File: config.mk
export PLATFORM = sky130hd
export DESIGN_NAME = sata_device_phy_layer_flat
export DESIGN_NICKNAME = d
export VERILOG_FILES = /design/src/rtl/sata_device_phy_layer_if.sv /design/src/rtl/sata_device_phy_layer.sv /design/src/flat_wrapper.sv
export SDC_FILE = /design/constraint.sdc
export NUM_CORES = 1
export LEC_CHECK = 0
export CAP_MARGIN = 20
export CORE_MARGIN = 1.5
export CORE_UTILIZATION = 36
export CTS_CLUSTER_DIAMETER = 120
export DETAILED_ROUTE_END_ITERATION = 6
export MAX_ROUTING_LAYER = met4
export PLACE_DENSITY_LB_ADDON = 0.3
export SLEW_MARGIN = 20
export SYNTH_ARGS = -nofsm -noshare
export SYNTH_HDL_FRONTEND = slang
export SYNTH_SLANG_ARGS = --single-unit
File: constraint.sdc
create_clock -name clk -period 2.5 [get_ports clk]
set_clock_uncertainty 0.05 [all_clocks]
set_input_delay 0.5 -clock clk [delete_from_list [all_inputs] [get_ports clk]]
set_output_delay 0.5 -clock clk [all_outputs]
set_load 0.02 [all_outputs]
File: src/rtl/sata_device_phy_layer_if.sv
// Bundle of the device phy's link-layer and transceiver-side signals.
// The phy uses the slave view; the driving side (link layer, transceiver
// wrapper, or a bench) uses the master view.
interface sata_device_phy_layer_if;
    logic        platform_ready;
    logic        platform_error;
    logic        linkup;
    logic [31:0] link_tx_dout;
    logic        link_tx_isk;
    logic [31:0] tx_dout;
    logic        tx_isk;
    logic        tx_comm_init;
    logic        tx_comm_wake;
    logic        tx_elec_idle;
    logic        tx_oob_complete;
    logic [31:0] rx_din;
    logic [3:0]  rx_isk;
    logic        rx_elec_idle;
    logic        comm_reset_detect;
    logic        comm_wake_detect;
    logic        phy_ready;
    logic        phy_error;
    logic [3:0]  lax_state;

    modport slave (
        input  platform_ready, link_tx_dout, link_tx_isk, tx_oob_complete,
               rx_din, rx_isk, rx_elec_idle, comm_reset_detect,
               comm_wake_detect, phy_error,
        output platform_error, linkup, tx_dout, tx_isk, tx_comm_init,
               tx_comm_wake, tx_elec_idle, phy_ready, lax_state
    );

    modport master (
        output platform_ready, link_tx_dout, link_tx_isk, tx_oob_complete,
               rx_din, rx_isk, rx_elec_idle, comm_reset_detect,
               comm_wake_detect, phy_error,
        input  platform_error, linkup, tx_dout, tx_isk, tx_comm_init,
               tx_comm_wake, tx_elec_idle, phy_ready, lax_state
    );
endinterface

File: src/rtl/sata_device_phy_layer.sv
// Device-side SATA phy: answers the host OOB handshake, runs the
// ALIGN/SYNC negotiation, then muxes link-layer dwords onto the
// transceiver with an ALIGN pair inserted after every 256 link dwords.
module sata_device_phy_layer #(
    parameter logic [15:0] TIMEOUT = 16'd32768
) (
    input  logic                   clk,
    input  logic                   rst,
    sata_device_phy_layer_if.slave bus
);
    localparam logic [31:0] PRIM_ALIGN = 32'h7B4A4ABC;
    localparam logic [31:0] PRIM_SYNC  = 32'hB5B5957C;

    typedef enum logic [3:0] {
        IDLE         = 4'd0,
        SEND_COMINIT = 4'd1,
        WAIT_COMWAKE = 4'd2,
        SEND_COMWAKE = 4'd3,
        SEND_ALIGN   = 4'd4,
        SEND_SYNC    = 4'd5,
        READY        = 4'd6,
        INS_ALIGN0   = 4'd7,
        INS_ALIGN1   = 4'd8
    } state_t;

    state_t      state_q, state_d;
    logic [1:0]  align_run_q, align_run_d;
    logic [1:0]  sync_run_q, sync_run_d;
    logic [7:0]  align_count_q, align_count_d;
    logic [15:0] timer_q, timer_d;
    logic        platform_error_q, platform_error_d;

    logic        rx_prim, rx_align, timing_state, timed_out, in_link;
    logic [31:0] tx_dout_c;
    logic        tx_isk_c, tx_comm_init_c, tx_comm_wake_c, tx_elec_idle_c;
    logic        phy_ready_c, linkup_c;
    logic        unused_inputs;

    // A decode/disparity error disqualifies the dword as a primitive.
    assign rx_prim       = bus.rx_isk[0] && !bus.phy_error;
    assign rx_align      = rx_prim && (bus.rx_din == PRIM_ALIGN);
    assign unused_inputs = ^{bus.rx_elec_idle, bus.rx_isk[3:1]};

    // State, run counters, ALIGN spacing counter, timeout timer, error flag.
    always_ff @(posedge clk) begin
        if (rst) begin
            state_q          <= IDLE;
            align_run_q      <= 2'd0;
            sync_run_q       <= 2'd0;
            align_count_q    <= 8'd0;
            timer_q          <= 16'd0;
            platform_error_q <= 1'b0;
        end else begin
            state_q          <= state_d;
            align_run_q      <= align_run_d;
            sync_run_q       <= sync_run_d;
            align_count_q    <= align_count_d;
            timer_q          <= timer_d;
            platform_error_q <= platform_error_d;
        end
    end

    // Next state: normal sequencing first, then timeout, host COMRESET
    // and loss of platform lock override it in rising priority.
    always_comb begin
        state_d          = state_q;
        align_run_d      = 2'd0;
        sync_run_d       = 2'd0;
        align_count_d    = align_count_q;
        timer_d          = 16'd0;
        platform_error_d = platform_error_q;
        timing_state     = (state_q == WAIT_COMWAKE) || (state_q == SEND_ALIGN) ||
                           (state_q == SEND_SYNC);
        timed_out        = timing_state && (timer_q == TIMEOUT - 16'd1);
        in_link          = (state_q == READY) || (state_q == INS_ALIGN0) ||
                           (state_q == INS_ALIGN1);

        case (state_q)
            IDLE:         if (bus.comm_reset_detect) state_d = SEND_COMINIT;
            SEND_COMINIT: begin
                platform_error_d = 1'b0;
                if (bus.tx_oob_complete) state_d = WAIT_COMWAKE;
            end
            WAIT_COMWAKE: if (bus.comm_wake_detect) state_d = SEND_COMWAKE;
            SEND_COMWAKE: if (bus.tx_oob_complete) state_d = SEND_ALIGN;
            SEND_ALIGN:   if (rx_align && align_run_q == 2'd2) state_d = SEND_SYNC;
            SEND_SYNC: begin
                if (rx_prim && !rx_align && sync_run_q == 2'd2) begin
                    state_d       = READY;
                    align_count_d = 8'd0;
                end
            end
            READY: begin
                align_count_d = align_count_q + 8'd1;
                if (align_count_q == 8'd255) state_d = INS_ALIGN0;
            end
            INS_ALIGN0:   state_d = INS_ALIGN1;
            INS_ALIGN1:   state_d = READY;
            default:      state_d = IDLE;
        endcase

        if (in_link && bus.phy_error) platform_error_d = 1'b1;

        if (!bus.platform_ready) begin
            state_d = IDLE;
        end else if (bus.comm_reset_detect) begin
            state_d = SEND_COMINIT;
        end else if (timed_out) begin
            state_d          = IDLE;
            platform_error_d = 1'b1;
        end

        // Run counters and timer only live while the state is held.
        if (state_d == state_q) begin
            if (state_q == SEND_ALIGN && rx_align)
                align_run_d = (align_run_q == 2'd3) ? 2'd3 : align_run_q + 2'd1;
            if (state_q == SEND_SYNC) begin
                if (rx_align)
                    sync_run_d = sync_run_q;
                else if (rx_prim)
                    sync_run_d = (sync_run_q == 2'd3) ? 2'd3 : sync_run_q + 2'd1;
            end
            if (timing_state) timer_d = timer_q + 16'd1;
        end
    end

    // Output decode from the current state (plus the link-data mux).
    always_comb begin
        tx_dout_c      = 32'd0;
        tx_isk_c       = 1'b0;
        tx_comm_init_c = 1'b0;
        tx_comm_wake_c = 1'b0;
        tx_elec_idle_c = 1'b0;
        phy_ready_c    = 1'b0;
        linkup_c       = 1'b0;
        case (state_q)
            IDLE, WAIT_COMWAKE: tx_elec_idle_c = 1'b1;
            SEND_COMINIT: begin
                tx_comm_init_c = 1'b1;
                tx_elec_idle_c = 1'b1;
            end
            SEND_COMWAKE: begin
                tx_comm_wake_c = 1'b1;
                tx_elec_idle_c = 1'b1;
            end
            SEND_ALIGN: begin
                tx_dout_c = PRIM_ALIGN;
                tx_isk_c  = 1'b1;
            end
            SEND_SYNC: begin
                tx_dout_c = PRIM_SYNC;
                tx_isk_c  = 1'b1;
            end
            READY: begin
                tx_dout_c   = bus.link_tx_dout;
                tx_isk_c    = bus.link_tx_isk;
                phy_ready_c = 1'b1;
                linkup_c    = 1'b1;
            end
            INS_ALIGN0, INS_ALIGN1: begin
                tx_dout_c = PRIM_ALIGN;
                tx_isk_c  = 1'b1;
                linkup_c  = 1'b1;
            end
            default: ;
        endcase
    end

    assign bus.tx_dout        = tx_dout_c;
    assign bus.tx_isk         = tx_isk_c;
    assign bus.tx_comm_init   = tx_comm_init_c;
    assign bus.tx_comm_wake   = tx_comm_wake_c;
    assign bus.tx_elec_idle   = tx_elec_idle_c;
    assign bus.phy_ready      = phy_ready_c;
    assign bus.linkup         = linkup_c;
    assign bus.platform_error = platform_error_q;
    assign bus.lax_state      = state_q;
endmodule

File: src/flat_wrapper.sv
// flat-port wrapper written by rule: the top's interface ports become plain ports
module sata_device_phy_layer_flat 
#(
    parameter logic [15:0] TIMEOUT = 16'd32768
)
  (clk, rst, bus_platform_ready, bus_link_tx_dout, bus_link_tx_isk, bus_tx_oob_complete, bus_rx_din, bus_rx_isk, bus_rx_elec_idle, bus_comm_reset_detect, bus_comm_wake_detect, bus_phy_error, bus_platform_error, bus_linkup, bus_tx_dout, bus_tx_isk, bus_tx_comm_init, bus_tx_comm_wake, bus_tx_elec_idle, bus_phy_ready, bus_lax_state);
  sata_device_phy_layer_if bus_i ();
  input  logic clk;
  input  logic rst;
  input wire logic [$bits(bus_i.platform_ready)-1:0] bus_platform_ready;
  input wire logic [$bits(bus_i.link_tx_dout)-1:0] bus_link_tx_dout;
  input wire logic [$bits(bus_i.link_tx_isk)-1:0] bus_link_tx_isk;
  input wire logic [$bits(bus_i.tx_oob_complete)-1:0] bus_tx_oob_complete;
  input wire logic [$bits(bus_i.rx_din)-1:0] bus_rx_din;
  input wire logic [$bits(bus_i.rx_isk)-1:0] bus_rx_isk;
  input wire logic [$bits(bus_i.rx_elec_idle)-1:0] bus_rx_elec_idle;
  input wire logic [$bits(bus_i.comm_reset_detect)-1:0] bus_comm_reset_detect;
  input wire logic [$bits(bus_i.comm_wake_detect)-1:0] bus_comm_wake_detect;
  input wire logic [$bits(bus_i.phy_error)-1:0] bus_phy_error;
  output wire logic [$bits(bus_i.platform_error)-1:0] bus_platform_error;
  output wire logic [$bits(bus_i.linkup)-1:0] bus_linkup;
  output wire logic [$bits(bus_i.tx_dout)-1:0] bus_tx_dout;
  output wire logic [$bits(bus_i.tx_isk)-1:0] bus_tx_isk;
  output wire logic [$bits(bus_i.tx_comm_init)-1:0] bus_tx_comm_init;
  output wire logic [$bits(bus_i.tx_comm_wake)-1:0] bus_tx_comm_wake;
  output wire logic [$bits(bus_i.tx_elec_idle)-1:0] bus_tx_elec_idle;
  output wire logic [$bits(bus_i.phy_ready)-1:0] bus_phy_ready;
  output wire logic [$bits(bus_i.lax_state)-1:0] bus_lax_state;
  assign bus_i.platform_ready = bus_platform_ready;
  assign bus_i.link_tx_dout = bus_link_tx_dout;
  assign bus_i.link_tx_isk = bus_link_tx_isk;
  assign bus_i.tx_oob_complete = bus_tx_oob_complete;
  assign bus_i.rx_din = bus_rx_din;
  assign bus_i.rx_isk = bus_rx_isk;
  assign bus_i.rx_elec_idle = bus_rx_elec_idle;
  assign bus_i.comm_reset_detect = bus_comm_reset_detect;
  assign bus_i.comm_wake_detect = bus_comm_wake_detect;
  assign bus_i.phy_error = bus_phy_error;
  assign bus_platform_error = bus_i.platform_error;
  assign bus_linkup = bus_i.linkup;
  assign bus_tx_dout = bus_i.tx_dout;
  assign bus_tx_isk = bus_i.tx_isk;
  assign bus_tx_comm_init = bus_i.tx_comm_init;
  assign bus_tx_comm_wake = bus_i.tx_comm_wake;
  assign bus_tx_elec_idle = bus_i.tx_elec_idle;
  assign bus_phy_ready = bus_i.phy_ready;
  assign bus_lax_state = bus_i.lax_state;
  sata_device_phy_layer #(.TIMEOUT(TIMEOUT)) u_core (.clk(clk), .rst(rst), .bus(bus_i));
endmodule
==> impl_results.md <==
* Clock Path Buffers at 2
* Critical Path Start: bus_rx_din[31]
* DR vias at 2,912
* Reg-to-reg endpoint: u_core.timer_q[15]$_SDFF_PP0_
* Placement Setup Slack at -0.775 ns
* # fillers at 475
* Synth Area in Compound Gates at 27.2%
* Gate power share at 20.5%
* Crit path kind: primary input to flop
* Number of synthesized flops with an enable pin at 0
* Sequential power share at 45.1%
* Initial antenna violation count at 0
* Largest family of logic cells by synthesized area: simple AND/OR/NAND/NOR gates
* CTS Buf Count at 5
* CP max FO at 5
* GR Util All Layers at 23.8%
* Post-layout net count at 524
* CP Cell Sequence: buf_6, nand4b_1, or4b_4, or3_4, o41ai_4, buf_4, buf_12, o21ai_4, a2111oi_4
* Die Y at 83.0 um
* DR iter-0 viols at 145
* Largest net degree at the start of global routing at 23
* CTS H-tree depth at 2
* Total I/O pin count at between 100 and 150
* Synth Area in Adders at around 1.1%
* Post-layout util at 69.4%
* FF-to-FF Start: u_core.timer_q[0]$_SDFF_PP0_
* Post-synthesis cell count at 292
* Hold WC Path Type: flop to flop
* Core area at 6060 sq um
* Fin area at about 4200 sq um
* Number of global-route vias before repair at 2,868
* Clk_lat worst skew at around 0.29 ns
* Critical Path Stages at 9
* Area contributors post-synth: dfxtp_1 29%, nor2_1 6.0%, nand2_1 5.5%, a21o_1 5.2%, xor2_1 3.8%
* Fin crit share at 100%
* First-pass GRT wire length at 13.2 mm
* Worst EP required at roughly 2.7 ns
* Die Area at 6890 sq um
* Cell count after placement at around 500
* Syn Std Cell Area at approximately 2300 sq um
* Core Rows at 28
* RSZ-0062 raised after global routing: true
* CTS Root Cell: clkbuf_8
* Slowest Stage Delay on Critical Path at between 0.4 and 0.5 ns
* Dpl cell area at 3770 sq um
* GPL Wtd Cong at between 0.8 and 0.9
* Final Non-Filler Cells at 521
* FF-to-FF path depth at 10
* Worst slew pin tran at 0.460 ns
* Port bufs at approximately 120
* Multiplexer area fraction after synthesis at 0.434%
* Buf/Inv on CP at 3
* Layout area overhead at 82.5%
* Unique masters post-synth at 58
* Delay-heaviest family, CP: simple AND/OR/NAND/NOR gates
* Lkg Pwr at 1.87 nW
* DIE WIDTH at 83.0 um
* Synth top area share at around 29%
* Synth Warn # at 0
* Register Area at about 660 sq um
* Dominant synthesized flop cell: dfxtp_1
* Simple-gate share of the synthesized area at 33.1%
* Post-synthesis xor/xnor area fraction at 5.32%
* Multi-input logic area at 1880 sq um
* CP Capture Type: flop
* Gr ovfl total at 0
* Hold Path Cell Cnt at 1
* Startpoint Class: primary input
* Worst Slack Setup Final at -0.0107 ns
* Reg2Reg Setup Slack at ~0.1 ns
* Starting density of the core at 38.0%
* Cell taking the most area after synthesis: dfxtp_1
* Setup crit end: u_core.timer_q[11]$_SDFF_PP0_
* DP Wirelength at 5.75 mm
* Slowest CP cell: or4b_4
* Failing checks: negative setup slack
* Critical path arrival at around 2.7 ns
* Slew headroom at around 69%
* Syn nets at 371
* Ant. Diodes at 0
* Switching Fraction at 26.8%
* Syn avg cell area at 7.90 sq um
* Clock network fraction of total power at 34.4%
* Clock sink total at 33
* Period minus WS final at roughly 2.5 ns
* DRC at 0
* Synth Register Bits at 33
* Wire per inst at 16.3 um
* PD cells at between 200 and 300 nW/um^2
* Layout cells sized above 1 at 26.2%
* Clock transition at the registers of the reported paths at 0.07 ns
* Async SR Flop Fraction at 0%
* Final ANT Viol Nets at 0
* Number of max-cap violations at 0
* Drt first pass iters at 5
* Power Internal at 0.859 mW
* CTS tree: built
* DR vias/cell at 5.59
* Final Hold Vio Count at 0
* Final setup viols at 1
* CTS Hold Bufs at 0
* VDD IR max at 0.227 mV
* Sequential share of the synthesized area at 28.6%
* Status: finished with violations
* Sw power at 0.315 mW
* Fmax at 0.398 GHz
* Final WL at about 8.5 mm
* Slew Limit Fails at 0
## metrics by stage
step                      setup TNS [ns]  hold slack, ns  power, mW
after floorplan                    -2.78           0.387      0.596
after global routing              -0.417           0.439       1.22
after detailed placement          -17.26           0.403      0.747
after global placement            -14.94           0.397      0.742
final                            -0.0107           0.424       1.17
after CTS                        -0.0244           0.418       1.16
## placed cells by master, fill, tap and decap left out, types with 11 or more instances in the layout
cell,count
nand3_1,11
buf_4,37
nand2_1,34
dfxtp_1,32
nor2_1,36
dlygate4sd2_1,46
nor3_1,12
a21o_1,16
clkdlybuf4s50_1,47
## sequential cells by signal, summed over array words and instances, names as in the netlist
register                   count
u_core.align_run_q             2
u_core.timer_q                16
u_core.bus.lax_state           4
u_core.align_count_q           8
u_core.sync_run_q              2
u_core.bus.platform_error      1
## cell usage after synthesis (2+ instances only)
cell type	instances
nor2_1	37
nand2_1	34
dfxtp_1	33
a21o_1	16
clkbuf_1	13
nor3_1	13
nand3_1	12
xor2_1	10
a21oi_1	9
and2_1	9
o21ai_0	9
a2111oi_0	8
nor2b_1	7
a2111oi_2	5
nor4bb_1	5
inv_1	4
nand2b_1	4
nor4_1	4
nor4b_1	4
xnor2_1	4
a311oi_1	3
and3_1	3
nand4_1	3
o31ai_1	3
a211oi_1	2
a31o_2	2
and4_1	2
buf_2	2
ha_1	2
nand4b_1	2
## kinds of logic after synthesis
logic type | count (synthesis)
AO/OA/AOI/OAI | 74
XOR/XNOR | 14
multiplexers | 1
adder cells (fa/ha/maj) | 2
buffers and inverters | 22
flip-flops | 33
AND/OR/NAND/NOR | 146
## power by group through the flow
stage	Clock [mW]	Combinational [mW]	Sequential [mW]
finish	0.404	0.241	0.529
CTS	0.404	0.227	0.529
global placement	0	0.202	0.540
floorplan	0	0.0554	0.540
detailed placement	0	0.207	0.540
global route	0.438	0.255	0.529
## worst reg2reg max path, stage by stage (launching register included)
cell and delay [ns]:
dfxtp_1 0.38, ha_1 0.23, and4_1 0.25, nand4_1 0.11
buf_4 0.18, buf_4 0.14, o311ai_1 0.32, nor3_2 0.08
nor2_1 0.27, buf_6 0.22, a2111oi_2 0.06
## layout make-up
cell class	instances	area share, %
sequential	33	15.7
timing repair buffer	162	35.0
clock buffer	5	1.64
multi-input combinational	239	44.6
inverter	4	0.357
clock inverter	3	0.416
tap	75	2.23
## repair_timing
| action | 4_1_cts | 5_1_grt |
|---|---|---|
| resized for setup | 117 | 45 |
| gates cloned | 3 | 0 |
| pin swaps | 33 | 13 |
| setup buffers | 7 | 2 |
| endpoints found under the setup margin | 64 | 41 |
## how the worst min path moves through the flow
stage | start | to | slack, ns
final | u_core.timer_q[0]$_SDFF_PP0_ | u_core.timer_q[0]$_SDFF_PP0_ | 0.42
after CTS | u_core.timer_q[0]$_SDFF_PP0_ | u_core.timer_q[0]$_SDFF_PP0_ | 0.42
after global routing | u_core.timer_q[0]$_SDFF_PP0_ | u_core.timer_q[0]$_SDFF_PP0_ | 0.44
after global placement | u_core.timer_q[0]$_SDFF_PP0_ | u_core.timer_q[0]$_SDFF_PP0_ | 0.40
after detailed placement | u_core.timer_q[0]$_SDFF_PP0_ | u_core.timer_q[0]$_SDFF_PP0_ | 0.40
after floorplan | u_core.timer_q[0]$_SDFF_PP0_ | u_core.timer_q[0]$_SDFF_PP0_ | 0.39
## routing by layer
metal | track usage, % | up-vias | routed length [um]
met5 | - | - | 0
met4 | 8.94 | 0 | 233
met3 | 4.87 | 24 | 394
met2 | 42.0 | 97 | 4490
met1 | 26.5 | 1399 | 3400
li1 | - | 1392 | -
Power figures use the tool's default switching activity.
